**config.mk**
```make
export PLATFORM = sky130hd
export DESIGN_NAME = reg_dump_tx_flat
export DESIGN_NICKNAME = d
export VERILOG_FILES = /design/src/rtl/reg_dump_tx_if.sv /design/src/rtl/reg_dump_tx.sv /design/src/flat_wrapper.sv
export SDC_FILE = /design/constraint.sdc
export NUM_CORES = 1
export LEC_CHECK = 0
export CAP_MARGIN = 20
export CORE_MARGIN = 1
export CORE_UTILIZATION = 50
export DETAILED_ROUTE_END_ITERATION = 10
export GPL_TIMING_DRIVEN = 1
export PLACE_DENSITY = 0.86
export SLEW_MARGIN = 5
export SYNTH_ARGS = -nofsm -noshare
export SYNTH_HDL_FRONTEND = slang
export SYNTH_SLANG_ARGS = --single-unit
```
**constraint.sdc**
```tcl
create_clock -name clk -period 1.7 [get_ports clk]
set_input_delay 0.34 -clock clk [delete_from_list [all_inputs] [get_ports clk]]
set_output_delay 0.34 -clock clk [all_outputs]
set_load 0.01 [all_outputs]
```
**src/rtl/reg_dump_tx_if.sv**
```systemverilog
// rtl/reg_dump_tx_if.sv - Handshake, register-read and serial signals of the register dump transmitter
//
// Signals:
//   start    request a full register dump (sampled only while idle)
//   rd_addr  read address pointer driven into the register file
//   rd_data  combinational read data returned for rd_addr
//   tx       serial line, idle high
//   busy     dump in progress
//   done     one-cycle pulse after the last stop bit of the dump
//
// Modports:
//   master   the dump engine (drives rd_addr, tx, busy, done)
//   slave    the environment (drives start and rd_data)

interface reg_dump_tx_if #(
    parameter int pw = 3
) ();
    logic          start;
    logic [pw-1:0] rd_addr;
    logic [7:0]    rd_data;
    logic          tx;
    logic          busy;
    logic          done;

    modport master (
        input  start,
        input  rd_data,
        output rd_addr,
        output tx,
        output busy,
        output done
    );

    modport slave (
        output start,
        output rd_data,
        input  rd_addr,
        input  tx,
        input  busy,
        input  done
    );
endinterface

```
**src/rtl/reg_dump_tx.sv**
```systemverilog
// rtl/reg_dump_tx.sv - Walks every register address and sends each byte as an even-parity UART frame
//
// Ports:
//   clk    system clock, all state updates on posedge
//   reset  asynchronous, active-high reset
//   bus    reg_dump_tx_if.master: start, rd_addr, rd_data, tx, busy, done
//
// Frame per register: LOAD (1 cycle, tx high), start bit, 8 data bits LSB first,
// even parity bit, stop bit; every serial bit lasts BAUD_DIV cycles.

module reg_dump_tx #(
    parameter int pw       = 3,
    parameter int BAUD_DIV = 4
) (
    input  logic          clk,
    input  logic          reset,
    reg_dump_tx_if.master bus
);

    localparam int            BW      = (BAUD_DIV > 1) ? $clog2(BAUD_DIV) : 1;
    localparam logic [BW-1:0] BAUD_MAX = BW'(BAUD_DIV - 1);
    localparam logic [pw-1:0] IDX_MAX  = '1;

    typedef enum logic [2:0] {
        IDLE,
        LOAD,
        START,
        DATA,
        PARITY,
        STOP
    } state_t;

    state_t        state;
    state_t        state_next;
    logic [BW-1:0] baud_cnt;
    logic [2:0]    bit_cnt;
    logic [7:0]    shift;
    logic          parity;
    logic [pw-1:0] idx;
    logic          done_q;
    logic          tx_c;

    logic baud_last;
    logic last_stop;

    assign baud_last = (baud_cnt == BAUD_MAX);
    // Final stop bit of the last register: the dump ends at this edge.
    assign last_stop = (state == STOP) && baud_last && (idx == IDX_MAX);

    always_comb begin
        state_next = state;
        tx_c       = 1'b1;
        case (state)
            IDLE: begin
                if (bus.start) begin
                    state_next = LOAD;
                end
            end
            LOAD: begin
                state_next = START;
            end
            START: begin
                tx_c = 1'b0;
                if (baud_last) begin
                    state_next = DATA;
                end
            end
            DATA: begin
                tx_c = shift[0];
                if (baud_last && (bit_cnt == 3'd7)) begin
                    state_next = PARITY;
                end
            end
            PARITY: begin
                tx_c = parity;
                if (baud_last) begin
                    state_next = STOP;
                end
            end
            STOP: begin
                if (baud_last) begin
                    state_next = (idx == IDX_MAX) ? IDLE : LOAD;
                end
            end
            default: begin
                state_next = IDLE;
            end
        endcase
    end

    always_ff @(posedge clk or posedge reset) begin
        if (reset) begin
            state    <= IDLE;
            baud_cnt <= '0;
            bit_cnt  <= '0;
            shift    <= '0;
            parity   <= 1'b0;
            idx      <= '0;
            done_q   <= 1'b0;
        end else begin
            state  <= state_next;
            done_q <= last_stop;
            case (state)
                IDLE: begin
                    baud_cnt <= '0;
                    bit_cnt  <= '0;
                    if (bus.start) begin
                        idx <= '0;
                    end
                end
                LOAD: begin
                    shift    <= bus.rd_data;
                    parity   <= ^bus.rd_data;
                    baud_cnt <= '0;
                    bit_cnt  <= '0;
                end
                START, PARITY: begin
                    baud_cnt <= baud_last ? '0 : baud_cnt + BW'(1);
                end
                DATA: begin
                    baud_cnt <= baud_last ? '0 : baud_cnt + BW'(1);
                    if (baud_last) begin
                        shift   <= {1'b0, shift[7:1]};
                        bit_cnt <= bit_cnt + 3'd1;
                    end
                end
                STOP: begin
                    baud_cnt <= baud_last ? '0 : baud_cnt + BW'(1);
                    // Leaving the last register returns the pointer to 0, so
                    // idle and the next dump's LOAD both present address 0.
                    if (baud_last) begin
                        idx <= (idx == IDX_MAX) ? '0 : idx + pw'(1);
                    end
                end
                default: begin
                    baud_cnt <= '0;
                end
            endcase
        end
    end

    assign bus.tx      = tx_c;
    assign bus.rd_addr = idx;
    assign bus.busy    = (state != IDLE);
    assign bus.done    = done_q;

endmodule

```
**src/flat_wrapper.sv**
```systemverilog
// flat-port wrapper written by rule: the top's interface ports become plain ports
module reg_dump_tx_flat 
#(
    parameter int pw       = 3,
    parameter int BAUD_DIV = 4
)
  (clk, reset, bus_start, bus_rd_data, bus_rd_addr, bus_tx, bus_busy, bus_done);
  reg_dump_tx_if #(.pw(pw)) bus_i ();
  input  logic clk;
  input  logic reset;
  input wire logic [$bits(bus_i.start)-1:0] bus_start;
  input wire logic [$bits(bus_i.rd_data)-1:0] bus_rd_data;
  output wire logic [$bits(bus_i.rd_addr)-1:0] bus_rd_addr;
  output wire logic [$bits(bus_i.tx)-1:0] bus_tx;
  output wire logic [$bits(bus_i.busy)-1:0] bus_busy;
  output wire logic [$bits(bus_i.done)-1:0] bus_done;
  assign bus_i.start = bus_start;
  assign bus_i.rd_data = bus_rd_data;
  assign bus_rd_addr = bus_i.rd_addr;
  assign bus_tx = bus_i.tx;
  assign bus_busy = bus_i.busy;
  assign bus_done = bus_i.done;
  reg_dump_tx #(.pw(pw), .BAUD_DIV(BAUD_DIV)) u_core (.clk(clk), .reset(reset), .bus(bus_i));
endmodule
```
Word-level counts from Yosys, hierarchy flattened
Index checks and enable logic that the tools add are counted.

word-level totals
  output and inout port bits = 6
  input bits = 11
  register bits after elaboration = 21

operators by class
  equality and inequality tests = 14
  mux-type cells = 18
  reductions and logical operators = 15
  add/subtract/negate cells = 3

operators with widths
  kind                                                    count
  2-to-1 mux 3 bit                                        9
  one-hot mux 3 bit (6 select lines)                      1
  one-hot mux 8 bit (2 select lines)                      1
  equality test 3 bit (second input constant)             4
  one-hot mux 3 bit (2 select lines)                      2
  inequality test 2 x 1 -> 1 bit (second input constant)  5
  2-to-1 mux 8 bit                                        1
  parity 8 bit                                            1
  adder 3 x 1 -> 3 bit (second input constant)            2
  equality test 3 x 2 -> 1 bit (second input constant)    2
  nonzero test 2 bit                                      3
  AND reduction 5 bit                                     1
  2-to-1 mux 2 bit                                        2
  AND reduction 2 bit                                     2
  OR reduction 4 bit                                      1
  equality test 3 x 1 -> 1 bit (second input constant)    1
  logical AND 1 bit                                       3
  zero test 3 bit                                         1
  one-hot mux 1 bit (3 select lines)                      1
  AND reduction 3 bit                                     1
  nonzero test 3 bit                                      1
  adder 2 x 1 -> 2 bit (second input constant)            1
  equality test 2 bit (second input constant)             1
  inequality test 2 bit (second input constant)           1
  2 further kinds                                         2

Depth between registers and ports, before layout
Gate-level depths: netlist (run 1).

  word-level depth = 4
  gate-level depth with buffers = 6
  gate-level depth less buffers = 6

Least setup slack after synthesis (run 1)
OpenSTA, ideal clock, no wires.

  path kind = flip-flop to flip-flop
  from = register u_core.bit_cnt[0]
  to = register u_core.state[0]
  cell stages (with the launch flop) = 7
  path slack = 287 ps
  buffers on the path = 0
  period minus slack after synthesis = 1413 ps
  data required time = 1575 ps
  arrival time = 1289 ps
  cells stage by stage = dfrtp_1 -> ha_1 -> ha_1 -> nand2b_1 -> nand3_1 -> nand3_1 -> mux2_2

on the way
  cells in the longest elaborated chain, start to end = 4

RTL lines
  what                                             RTL line            RTL
  from (decl)                                      reg_dump_tx.sv:36   logic [2:0] bit_cnt;
  from (signal assigned)                           reg_dump_tx.sv:124  bit_cnt <= bit_cnt + 3'd1;
  equality test 3 bit                              reg_dump_tx.sv:70   if (baud_last && (bit_cnt == 3'd7)) begin
  logical AND 1 bit                                reg_dump_tx.sv:70
  inequality test 2 x 1 -> 1 bit (no source line)  --
  AND reduction 5 bit (no source line)             --
  to (signal assigned)                             reg_dump_tx.sv:101  state <= state_next;
  to (decl)                                        reg_dump_tx.sv:33   state_t state;

No other way between the ends.
A chain may end at the register's enable or synchronous reset.

Worst setup path after layout (run 1)
  from = register u_core.idx[0], in the netlist u_core.bus.rd_addr[0]
  to = output port bus_rd_addr[0]

RTL lines
  what                    RTL line            RTL
  from (decl)             reg_dump_tx.sv:39   logic [pw-1:0] idx;
  from (signal assigned)  reg_dump_tx.sv:132  idx <= (idx == IDX_MAX) ? '0 : idx + pw'(1);
  to (decl)               flat_wrapper.sv:13  output wire logic [$bits(bus_i.rd_addr)-1:0] bus_rd_addr;

No word-level cell between the ends.

==> results of run 1 <==
[layout by cell type (no fill, tap or decap)]
master and count:
dfrtp_1 21, nor3b_1 1, clkbuf_4 3, a22o_1 5
nand3b_1 1, buf_4 6, buf_2 1, a21boi_0 1
nor3_1 5, mux2_4 1, mux2_2 2, o21ai_0 10
inv_1 2, and2b_1 1, clkbuf_2 1, or3b_1 1
nand2_2 1, ha_1 5, nor2_1 5, clkdlybuf4s50_1 14
a21oi_1 3, nand2b_4 1, nand2b_1 2, mux2i_1 7
nand3_1 4, or3_1 1, a21o_1 2, xnor2_1 7
nand2_1 11, clkinv_2 1, nor2b_1 3
[timing repair]
item | 4_1_cts | 5_1_grt
setup buffers | 1 | 0
gates resized for setup | 5 | 3
setup endpoints to repair | 2 | 2
pin swaps | 0 | 0
[final cells by class]
class                           count  share of cell area
Clock buffer                        3              0.0167
Timing Repair Buffer               22               0.145
Tap cell                           27              0.0251
Multi-Input combinational cell     80               0.414
Sequential cell                    21               0.390
Clock inverter                      1             0.00372
Inverter                            2             0.00558
[sequential cells by signal, indices dropped and copies added (netlist names)]
signal              count
u_core.baud_cnt         2
u_core.bit_cnt          3
u_core.parity           1
u_core.state            3
u_core.bus.done         1
u_core.bus.rd_addr      3
u_core.shift            8
[power breakdown]
group	leakage, uW	internal (uW)	switching, uW
combinational	0.000339	366	379
sequential	0.000262	674	105
clock	0.0000177	87.8	152
total	0.000618	1130	636
[layer usage]
metal  track usage  share of wire
met1         0.232           0.46
met2         0.310           0.49
met3        0.0405          0.030
met4         0.113          0.019
met5             0              0
[synth_stat cells, types with 2 or more instances]
master / n
dfrtp_1: 21
nand2_1: 11
o21ai_0: 10
mux2i_1: 7
xnor2_1: 7
a22o_1: 5
ha_1: 5
nor2_1: 5
nor3_1: 5
nand3_1: 4
a21oi_1: 3
buf_2: 3
nand2b_1: 3
nor2b_1: 3
a21o_1: 2
inv_1: 2
mux2_2: 2
[cells by family after synthesis]
kind of cell	count (synthesis)	share of synthesized area
simple gates	37	0.169
compound gates	21	0.119
buf+inv	6	0.0239
mux	10	0.0977
xor+xnor	7	0.0557
fa+ha+maj	5	0.0568
flops	21	0.477
[stage by stage]
stage | hold WS [ps] | cells | worst slack [ps] | instance area (um2) | total power [uW]
after global placement | 424 | 151 | -19.9 | 1310 | 1500
after detailed placement | 428 | 151 | -46.5 | 1310 | 1540
after floorplan | 317 | 107 | 287 | 1100 | 1350
final | 345 | 156 | 102 | 1350 | 1760
after global routing | 373 | 156 | 4.64 | 1350 | 1930
after CTS | 346 | 156 | 5.67 | 1360 | 1780
[path summary, 6_finish.rpt]
kind	start	end	slack [ps]	cells past startpoint
worst max-delay path	u_core.bus.rd_addr[0]$_DFFE_PP0P_	bus_rd_addr[0]	100	1
worst min-delay path	reset	u_core.shift[5]$_DFFE_PP0P_	350	3
worst max register to register	u_core.state[0]$_DFFE_PP0P_	u_core.bus.rd_addr[0]$_DFFE_PP0P_	130	4
worst min register to register	u_core.baud_cnt[0]$_DFF_PP0_	u_core.baud_cnt[0]$_DFF_PP0_	440	1
max in group asynchronous	reset	u_core.bus.rd_addr[2]$_DFFE_PP0P_	1150	3
min in group clk	u_core.baud_cnt[0]$_DFF_PP0_	u_core.baud_cnt[0]$_DFF_PP0_	440	1
==> metrics.cfg, run 1 <==
[outcome]
outcome=finished, final reports clean

[routing]
detail_route.iter0.violations=17
first_pass_iters=5
vias_per_cell=5.31
totalWireLength_um=1950
wl_per_cell_um=12.5
route.vias.total=829
remaining_drc_errors=0
ant_nets=0

[floorplan]
dieArea_mm2=0.00239
boundaryPins=17
die-height_um=48.9
fp.coreArea_mm2=0.00202
rows=16
start_util=0.545
fp.dieW_um=48.9

[cts]
clkLatencyLatePin_ps=300
h-tree-depth=1
cts_tree=built
root_buffer=clkbuf_4
cts_buffer_depth=2
clkTransAtPathRegs_ps=120
clock-sinks=21
cts_made_buffers=3
holdBufCountCts=0

[global_routing]
grt-ovfl-total=0
antenna_found_initial=0
grt.total_usage=0.191
grt_max_degree=22
grt_pass1_vias=812
grt_first_pass_wirelength_um=3420

[finish]
diodes=0
final_layout_size_suffix_gt1_frac=0.132
regArea_um2=526
multi_input_area_um2=557
nNetsFinal=146
fillerInstances=158
final_core_util=0.666
syn_to_final_growth_pct=22.3

[critical_path]
crit_path_max_incr_delay_ps=550
crit_path_cell_trace=clkdlybuf4s50_1
critPathMaxFanout=3
cp-start-kind=flop
crit_type=reg2out
path_delay_family=buffers and inverters
arrival_ps=1260
critPathCaptureType=output port
cp_num_buf_inv=1
critPathSlowestCell=clkdlybuf4s50_1
required_ps=1360

[timing]
fmax_ghz=0.626
tightest_slew_ps=468
period_share=0.940
fin_crit_ps=1600
finalSetupViolations=0
finalClockSkew_ps=0.494
rsz0062_at_grt=no
final.setup.tns_ps=0
drv_slew=0
finalHoldViolations=0
relSlewSlack=0.687

[logic_synthesis]
synthArstFlopShare=1.00
ys_warn_count=0
synth_fp_nets=123
synth_edf_count=0
synth_largest_area_cell=dfrtp_1
synth_cell_types=26
ys.flop_type=dfrtp_1
syn_avg_cell_area_um2=10.3
synth_top_area_share=0.477
syn_inst=107
ys_ff_latch=21
synth_area_mm2=0.00110
ys_seq_area_frac=0.477
synthTopCellsByArea=dfrtp_1, mux2i_1, ha_1, xnor2_1, o21ai_0

[power]
ir_worst_vdd_v=0.000790
power_density_mw_per_mm2=1310
power_leakage_uw=0.000618

[placement]
gp_congestion=0.779
io_buffers=16
post-dp-hpwl_um=1480

[hold_path]
worstHoldPathType=in2async

[run]
maxCapViolations=0

(Power assumes the default switching activity.)
==> inputs of run 2 (changes only) <==
--- a/config.mk
+++ b/config.mk
@@ -10,7 +10,9 @@
 export CORE_UTILIZATION = 50
 export DETAILED_ROUTE_END_ITERATION = 10
 export GPL_TIMING_DRIVEN = 1
+export HOLD_SLACK_MARGIN = 0.05
 export PLACE_DENSITY = 0.86
+export SKIP_CTS_REPAIR_TIMING = 1
 export SLEW_MARGIN = 5
 export SYNTH_ARGS = -nofsm -noshare
 export SYNTH_HDL_FRONTEND = slang
==> metrics.cfg, run 2 (synthesis gave the netlist of run 1 again) <==
[outcome]
outcome=finished, final reports clean

[finish]
final_layout_size_suffix_gt1_frac=0.109
top_register=u_core.shift
nNetsFinal=146
diodes=0
fin_cells=156
regArea_um2=526
most-common-layout-cells=dfrtp_1, clkdlybuf4s50_1, nand2_1
mostFrequentLayoutCell=dfrtp_1
syn_to_final_growth_pct=23.0
multi_input_area_um2=549
largest_reg_flops=8
fillerInstances=159

[power]
ir_worst_vdd_v=0.000790
p_sw_uw=638
power_leakage_uw=0.000623
power_density_mw_per_mm2=1310
p_clk_frac=0.137
pwr-share-seq=0.438
switching_share=0.360
comb_power_share=0.425
p_int_uw=1140

[run]
maxCapViolations=0

[cts]
cts_tree=built
clkTransAtPathRegs_ps=120
clkLatencyLatePin_ps=300
h-tree-depth=1
cts_made_buffers=3
clock-sinks=21
root_buffer=clkbuf_4
cts_buffer_depth=2

[placement]
gp_congestion=0.779
post-dp-hpwl_um=1480
dpl_worst_slack_ps=-46.5
place_inst=151
io_buffers=16

[timing]
finalSetupViolations=0
relSlewSlack=0.683
fin_crit_ps=1640
drv_slew=0
finalClockSkew_ps=2.91
finalHoldViolations=0
fin_ws_ps=57.4
period_share=0.966
rsz0062_at_grt=yes
tightest_slew_ps=474
hold_slack_ps=343
fmax_ghz=0.609

[global_routing]
grt_max_degree=22
grt.total_usage=0.187
antenna_found_initial=0
grt_pass1_vias=794
grt-ovfl-total=0
grt_first_pass_wirelength_um=3340

[floorplan]
fp.coreArea_mm2=0.00202
rows=16
boundaryPins=17
fp.dieW_um=48.9
die-height_um=48.9
start_util=0.545
dieArea_mm2=0.00239

[critical_path]
critPathSlowestCell=dfrtp_1
required_ps=1910
arrival_ps=1850
crit_path_cell_trace=buf_4, buf_4, or3b_1, a21o_1, mux2_4
crit_cells=5
critPathCaptureType=flop
cp_num_buf_inv=2
path_delay_family=flip-flops
cp-start-kind=flop
critPathMaxFanout=11
crit_type=reg2reg
r2r_cells=5
crit_path_max_incr_delay_ps=420
crit_top_cell=buf_4

[routing]
ant_nets=0
first_pass_iters=5
route.vias.total=827
remaining_drc_errors=0
totalWireLength_um=1950
vias_per_cell=5.30
wl_per_cell_um=12.5
detail_route.iter0.violations=20

[hold_path]
worstHoldPathType=in2async

## run 2: cell types whose count changed in the layout (fill, tap and decap cells not counted), sizes merged
cell,change
buf,-1
dlymetal6s2s,+2
clkbuf,-1
## run 2: cell type report
class,count,area share
tap,27,0.0250
multi-input combinational,80,0.406
timing repair buffer,22,0.155
clock inverter,1,0.00370
inverter,2,0.00555
clock buffer,3,0.0166
sequential,21,0.388
## run 2: power groups by stage
stage | Combinational (uW) | Sequential (uW) | Clock, uW
2_1_floorplan | 587 | 759 | 0
3_3_place_gp | 730 | 775 | 0
3_5_place_dp | 757 | 786 | 0
5_1_grt | 861 | 796 | 274
4_1_cts | 764 | 775 | 247
6_report | 754 | 777 | 242
## run 2: worst min-delay path: cells and delay by family
kind | cells | cell delay (ps)
buf+inv | 3 | 700
## run 2: path summary, 6_finish.rpt
kind                       slack (ps)                         start                                 to
setup / recovery                   60   u_core.state[2]$_DFFE_PP0P_  u_core.bus.rd_addr[0]$_DFFE_PP0P_
hold / removal                    340                         reset        u_core.shift[7]$_DFFE_PP0P_
setup reg to reg                   60   u_core.state[2]$_DFFE_PP0P_  u_core.bus.rd_addr[0]$_DFFE_PP0P_
hold reg to reg                   450  u_core.baud_cnt[0]$_DFF_PP0_       u_core.baud_cnt[0]$_DFF_PP0_
max in group asynchronous        1150                         reset        u_core.state[1]$_DFFE_PP0P_
min in group clk                  450  u_core.baud_cnt[0]$_DFF_PP0_       u_core.baud_cnt[0]$_DFF_PP0_
## run 2: through the flow
| step | util | TNS, ps | total power (uW) | cell area [um2] |
|---|---|---|---|---|
| final | 0.670 | 0 | 1770 | 1350 |
| after global routing | 0.670 | -43.7 | 1930 | 1350 |
| after CTS | 0.663 | -456 | 1790 | 1340 |
| after detailed placement | 0.650 | -46.5 | 1540 | 1310 |
| after global placement | 0.650 | -19.9 | 1500 | 1310 |
| after floorplan | - | 0 | 1350 | 1100 |
## run 2: per-layer routing
metal / track usage / up-vias / share of wire
met4: 0.113 / 0 / 0.022
met5: 0 / - / 0
met3: 0.0405 / 4 / 0.034
li1: - / 417 / -
met2: 0.301 / 14 / 0.48
met1: 0.228 / 392 / 0.46
